--- config.mk ---
export PLATFORM = sky130hd
export DESIGN_NAME = axi_w_last_gen
export DESIGN_NICKNAME = d
export VERILOG_FILES = /design/src/rtl/axi_w_last_gen.sv
export SDC_FILE = /design/constraint.sdc
export NUM_CORES = 1
export LEC_CHECK = 0
export ABC_AREA = 1
export BUFFER_PORTS_ARGS = -buffer_cell sky130_fd_sc_hd__buf_4
export CAP_MARGIN = 0
export CORE_ASPECT_RATIO = 1.5
export CORE_MARGIN = 8
export CORE_UTILIZATION = 45
export DETAILED_ROUTE_END_ITERATION = 8
export PLACE_DENSITY = 0.78
export REMOVE_ABC_BUFFERS = 1
export SYNTH_ARGS = -nofsm -noshare
export SYNTH_HDL_FRONTEND = slang
export SYNTH_SLANG_ARGS = --single-unit
--- constraint.sdc ---
create_clock -name clk_i -period 1.5 [get_ports clk_i]
set_clock_uncertainty 0.2 [all_clocks]
set_input_delay 0.075 -clock clk_i [delete_from_list [all_inputs] [get_ports clk_i]]
set_output_delay 0.075 -clock clk_i [all_outputs]
set_load 0.02 [all_outputs]
--- src/rtl/axi_w_last_gen.sv ---
// Generates WLAST and WID for an AXI write-data stream from {id, len} burst commands.
// Optional AXI_W_LAST_CHECK_EN adds w_last_i and a sticky err_o comparing upstream WLAST.
module axi_w_last_gen #(
    parameter int ID_WIDTH   = 4,
    parameter int LEN_WIDTH  = 8,
    parameter int DATA_WIDTH = 32
) (
    input  logic                          clk_i,
    input  logic                          rst_ni,
    input  logic                          flush_i,
    input  logic                          cmd_empty_i,
    input  logic [ID_WIDTH+LEN_WIDTH-1:0] cmd_data_i,
    output logic                          cmd_pop_o,
    input  logic [DATA_WIDTH-1:0]         w_data_i,
    input  logic [DATA_WIDTH/8-1:0]       w_strb_i,
    input  logic                          w_valid_i,
    output logic                          w_ready_o,
    output logic [DATA_WIDTH-1:0]         w_data_o,
    output logic [DATA_WIDTH/8-1:0]       w_strb_o,
    output logic [ID_WIDTH-1:0]           w_id_o,
    output logic                          w_last_o,
    output logic                          w_valid_o,
`ifdef AXI_W_LAST_CHECK_EN
    input  logic                          w_last_i,
    output logic                          err_o,
`endif
    input  logic                          w_ready_i
);

    typedef enum logic {
        IDLE  = 1'b0,
        BURST = 1'b1
    } state_e;

    state_e                  state_q;
    logic [LEN_WIDTH-1:0]    cnt_q;
    logic [LEN_WIDTH-1:0]    len_q;
    logic [ID_WIDTH-1:0]     id_q;

    logic                    vld_p1;
    logic                    last_p1;
    logic [DATA_WIDTH-1:0]   data_p1;
    logic [DATA_WIDTH/8-1:0] strb_p1;
    logic [ID_WIDTH-1:0]     id_p1;

    logic                    accept_p0;
    logic                    is_last_p0;
    logic [LEN_WIDTH-1:0]    cmd_len;
    logic [ID_WIDTH-1:0]     cmd_id;

    assign cmd_len = cmd_data_i[LEN_WIDTH-1:0];
    assign cmd_id  = cmd_data_i[ID_WIDTH+LEN_WIDTH-1:LEN_WIDTH];

    // Flush also blocks the handshake so upstream never sees a beat as taken while it is dropped.
    assign w_ready_o  = ~flush_i & (state_q == BURST) & (~vld_p1 | w_ready_i);
    assign accept_p0  = w_valid_i & w_ready_o;
    assign is_last_p0 = (cnt_q == len_q);

    // Pop in IDLE, or on the last beat so the next burst follows without a bubble.
    assign cmd_pop_o = rst_ni & ~flush_i & ~cmd_empty_i &
                       ((state_q == IDLE) | (accept_p0 & is_last_p0));

    always_ff @(posedge clk_i or negedge rst_ni) begin
        if (!rst_ni) begin
            state_q <= IDLE;
            cnt_q   <= '0;
            len_q   <= '0;
            id_q    <= '0;
            vld_p1  <= 1'b0;
            last_p1 <= 1'b0;
            data_p1 <= '0;
            strb_p1 <= '0;
            id_p1   <= '0;
        end else if (flush_i) begin
            state_q <= IDLE;
            cnt_q   <= '0;
            vld_p1  <= 1'b0;
            last_p1 <= 1'b0;
        end else begin
            // p0 -> p1: accepted beat enters the output register
            if (accept_p0) begin
                data_p1 <= w_data_i;
                strb_p1 <= w_strb_i;
                id_p1   <= id_q;
                last_p1 <= is_last_p0;
                vld_p1  <= 1'b1;
            end else if (w_ready_i) begin
                vld_p1  <= 1'b0;
            end

            if (cmd_pop_o) begin
                id_q    <= cmd_id;
                len_q   <= cmd_len;
                cnt_q   <= '0;
                state_q <= BURST;
            end else if (accept_p0) begin
                if (is_last_p0) begin
                    state_q <= IDLE;
                end else begin
                    cnt_q <= cnt_q + LEN_WIDTH'(1);
                end
            end
        end
    end

    assign w_valid_o = vld_p1;
    assign w_last_o  = last_p1;
    assign w_data_o  = data_p1;
    assign w_strb_o  = strb_p1;
    assign w_id_o    = id_p1;

`ifdef AXI_W_LAST_CHECK_EN
    logic err_q;

    always_ff @(posedge clk_i or negedge rst_ni) begin
        if (!rst_ni) begin
            err_q <= 1'b0;
        end else if (accept_p0 && (w_last_i != is_last_p0)) begin
            err_q <= 1'b1;
        end
    end

    assign err_o = err_q;
`endif

endmodule
* Yosys cells after proc, flatten, opt, wreduce, memory -nomap -nowiden
Cells that the tools add are included.
Word-level totals: bits in registers 63, input port bits 54, output and inout port bits 44
Operators by class: $add $sub $neg 1, equal/unequal tests 2, multiplexer cells 13, bitwise gates (word level) 13, reductions and logical operators 8
Operator list (count):
- 2-to-1 mux 8 bit | 4
- 2-to-1 mux 1 bit | 9
- nonzero test 3 bit | 3
- adder 8 x 1 -> 8 bit, second input constant | 1
- == test 8 bit | 1
- AND reduction 2 bit | 4
- bitwise AND 1 bit | 7
- inverter 1 bit | 4
- != test 3 bit, second input constant | 1
- bitwise OR 1 bit | 2
- nonzero test 2 bit | 1

* Longest topological paths before layout
word-level depth 9, depth in mapped cells 11

* Least setup slack after synthesis
OpenSTA, ideal clock, no wires.
path kind flip-flop to output port, start register cnt_q[6], end output cmd_pop_o, data arrival time 1.293 ns, required time 1.225 ns, slack -0.068 ns, stages on the path, launching flop included 9, path buffers 1, path through dfrtp_1 -> xnor2_1 -> nand2_1 -> nor2_1 -> nand3_2 -> nand2_2 -> nand2_4 -> buf_6 -> inv_1
Between the ends: cells in the longest elaborated chain, start to end 4
Ends and longest elaborated chain:
- start, declared | RTL line 36 | logic [LEN_WIDTH-1:0] cnt_q;
- start signal, assigned | RTL line 100 | cnt_q <= cnt_q + LEN_WIDTH'(1);
- == test 8 bit | RTL line 57 | assign is_last_p0 = (cnt_q == len_q);
- bitwise AND 1 bit | RTL line 61 | ((state_q == IDLE) | (accept_p0 & is_last_p0));
- bitwise OR 1 bit | RTL line 61
- bitwise AND 1 bit | RTL line 60 | assign cmd_pop_o = rst_ni & ~flush_i & ~cmd_empty_i &
- end, declared | RTL line 13 | output logic cmd_pop_o,
Every way passes these cells.

* Worst setup path in the final report
start register cnt_q[4], end output cmd_pop_o
Same word-level chain as after synthesis.

==> run metrics <==
Max Cap Viol=0; root buf cell=clkbuf_8; Bufs on Longest Clock Path=2; Iteration-0 DRC Markers=~160; cts bufs inserted=9; Post-synth top flop=dfrtp_1; post-synthesis simple-gate area fraction=0.346; CTS tree=yes; hpwl dp=~5400 microns; Antenna Cells=0; vias per cell=roughly 4.9; Reg area=approximately 1600 sq um; Crit-path slowest cell=dfrtp_1; Die Y=about 110 microns; layout cell share with drive strength beyond 1=0.364; CTS H-tree depth=3; Cells after Synth=roughly 340; share of the synthesized area in the top cell type=0.571; final wirelength=between 9000 and 10,000 microns; Worst Hold Class=input pin to flip-flop; Clock Latency Late Sink=330 ps; Seq cells post-synth=between 60 and 70; Final Critical Period=2080 ps; initial antenna violation count=0; Post-synth top cells=nand2_1, dfrtp_1, nand3_1; design area=between 4000 and 5000 sq um; drc violations=0; Placed Instance Area=3770 sq um; critical path launch point type=flip-flop; Syn. warnings=0; slew of the pin with the lowest slew margin=757 ps; P_leak=2.53 nW; fin cells=just over 600; largest family of logic cells by synthesized area=simple AND/OR/NAND/NOR gates; RSZ-0062 raised after global routing=yes; Routed Antenna Nets=0; failing checks=setup timing; overall global routing resource usage=0.201; Hold Vio Cnt, Final=0; syn_area_per_cell=8.05 sq um; f_max=481 MHz; port bufs=97; First-pass DRT Iterations=6; Die ar.=8950 sq um; # placed instances=around 530; core area=6040 sq um; Setup WS post-layout=-579 ps; global-route wire length before repair=14,200 microns; total power=0.00546 W; CP Capture Type=output port; Boundary Pins=98; wire per inst=15.6 microns; TNS Setup=-11,840 ps; number of synthesized flops with an enable pin=0; Congestion Overflow GR=0; Final period util=1.39; max incr delay on CP=430 ps; compound-gate portion of the synthesized area=0.00362; Nets=584; xor and xnor area share after synthesis=0.0127; vias in the first global route=3,080; Worst EP required=1220 ps; clock-pin slew on the worst setup and hold paths=roughly 70 ps; largest area contributor in the netlist=dfrtp_1; worst setup path category=flip-flop to output port; post-synthesis sequential area ratio=0.571; die width=between 70 and 80 microns; power per cell area=1160 nW/um^2; Post-Synth Adder-Cell Area=0.00453; WP data arrival=1800 ps; largest net degree at the start of global routing=64; Synth async-reset ratio=1.00; # clock sinks=63; fill count=380; Initial Util=0.457; Routability Congestion=approximately 0.80; Rows=35; CP max FO=2; Slew HR=0.495; most numerous cell in the Yosys netlist=nand2_1; Setup Viol. Count Final=64; VDD IR max=0.000755 V; area taken by multi-input logic gates=~1100 sq um; synth top area cells=dfrtp_1, nand2_1, nand3_1; vias=2,978; status=finished with violations; P&R area growth vs syn=70.4%; Fin Hold WS=a little under 60 ps; Slew Limit Fails=0; number of library cell types mapped by synthesis=19; critical path, cell by cell=xnor2_2, nand2_1, nor2_2, nand3_2, nand2_4, nand2_4, buf_6, inv_2, buf_6; Synth Cell Area=about 2800 sq um; multiplexer share of the synthesized area=0
==> cell type report <==
class	instances	share of cell area
clock buffers	12	0.0308
clock inverters	3	0.00425
inverters	22	0.0181
multi-input cells	244	0.243
flip-flops and latches	63	0.335
well taps	74	0.0197
repair buffers	189	0.349
==> sequential cells by signal, summed over array words and instances, names as in the netlist <==
register and cells:
cnt_q 8, id_q 4, len_q 8, state_q 1, w_data_o 32, w_id_o 4
w_last_o 1, w_strb_o 4, w_valid_o 1
==> power breakdown <==
part,leakage [nW],switching (W),internal [W]
combinational,1.65,0.00102,0.000855
sequential,0.808,0.000260,0.00208
clock,0.0785,0.000602,0.000633
total,2.53,0.00189,0.00357
==> kinds of logic after synthesis <==
kind of cell | Yosys count
buffers and inverters | 36
DFF | 63
and+or+nand+nor | 237
AOI/OAI and AO/OA | 2
adders and majority gates | 1
xor gates and xnor gates | 4
==> critical path, delay by kind of cell, from the launching register on <==
family                    cells  cell delay [ps]
buffers and inverters         3              270
xor gates and xnor gates      1              230
and+or+nand+nor               5              540
DFF                           1              430
==> cells in the final DEF, fill, tap and decap left out <==
| master | n |
|---|---|
| xnor2_1 | 3 |
| dfrtp_1 | 63 |
| nand2_8 | 1 |
| buf_12 | 3 |
| nor2_4 | 2 |
| buf_4 | 119 |
| buf_6 | 16 |
| inv_4 | 1 |
| clkinvlp_4 | 2 |
| o21ai_2 | 2 |
| nor2_1 | 10 |
| nand2_2 | 21 |
| clkinv_2 | 1 |
| nand3_2 | 1 |
| inv_2 | 6 |
| dlygate4sd3_1 | 51 |
| inv_1 | 15 |
| clkbuf_8 | 10 |
| clkbuf_1 | 2 |
| nor2_2 | 3 |
| nand2_1 | 164 |
| nand2_4 | 5 |
| xnor2_2 | 1 |
| nand3_1 | 22 |
| ha_1 | 1 |
| nand4_1 | 6 |
| nor3_1 | 2 |
==> path summary, 6_finish.rpt <==
| check | start | endpoint | slack (ps) | cells after the start |
|---|---|---|---|---|
| min in group asynchronous | rst_ni | cnt_q[7] | 280 | 3 |
| worst max-delay path | cnt_q[4] | cmd_pop_o | -580 | 9 |
| worst min-delay path | cmd_empty_i | id_q[3] | 60 | 5 |
| worst min register to register | w_data_o[9] | w_data_o[9] | 270 | 2 |
| worst max register to register | cnt_q[4] | w_last_o | -530 | 11 |
| max in group asynchronous | rst_ni | cnt_q[5] | 310 | 3 |
==> per-layer routing <==
metal	part of all wire	wire, microns	up-vias	global-route usage
met3	0.052	496	37	0.0484
li1	-	-	1424	-
met2	0.57	5360	111	0.369
met1	0.34	3190	1406	0.190
met5	0	0	-	0
met4	0.044	414	0	0.120
==> through the flow <==
step,util,setup WS [ps]
6_report,0.779,-579
5_1_grt,0.779,-656
4_1_cts,0.761,-453
3_3_place_gp,0.623,-120
2_1_floorplan,-,-1300
3_5_place_dp,0.623,-158
==> timing repair <==
| item | 4_1_cts | 5_1_grt |
|---|---|---|
| buffers inserted | 16 | 6 |
| hold buffers | 51 | 0 |
| pin swaps | 5 | 9 |
| resized for setup | 30 | 33 |
| hold endpoints to repair | 122 | 0 |
| setup endpoints to repair | 64 | 65 |
(Power assumes the default switching activity.)
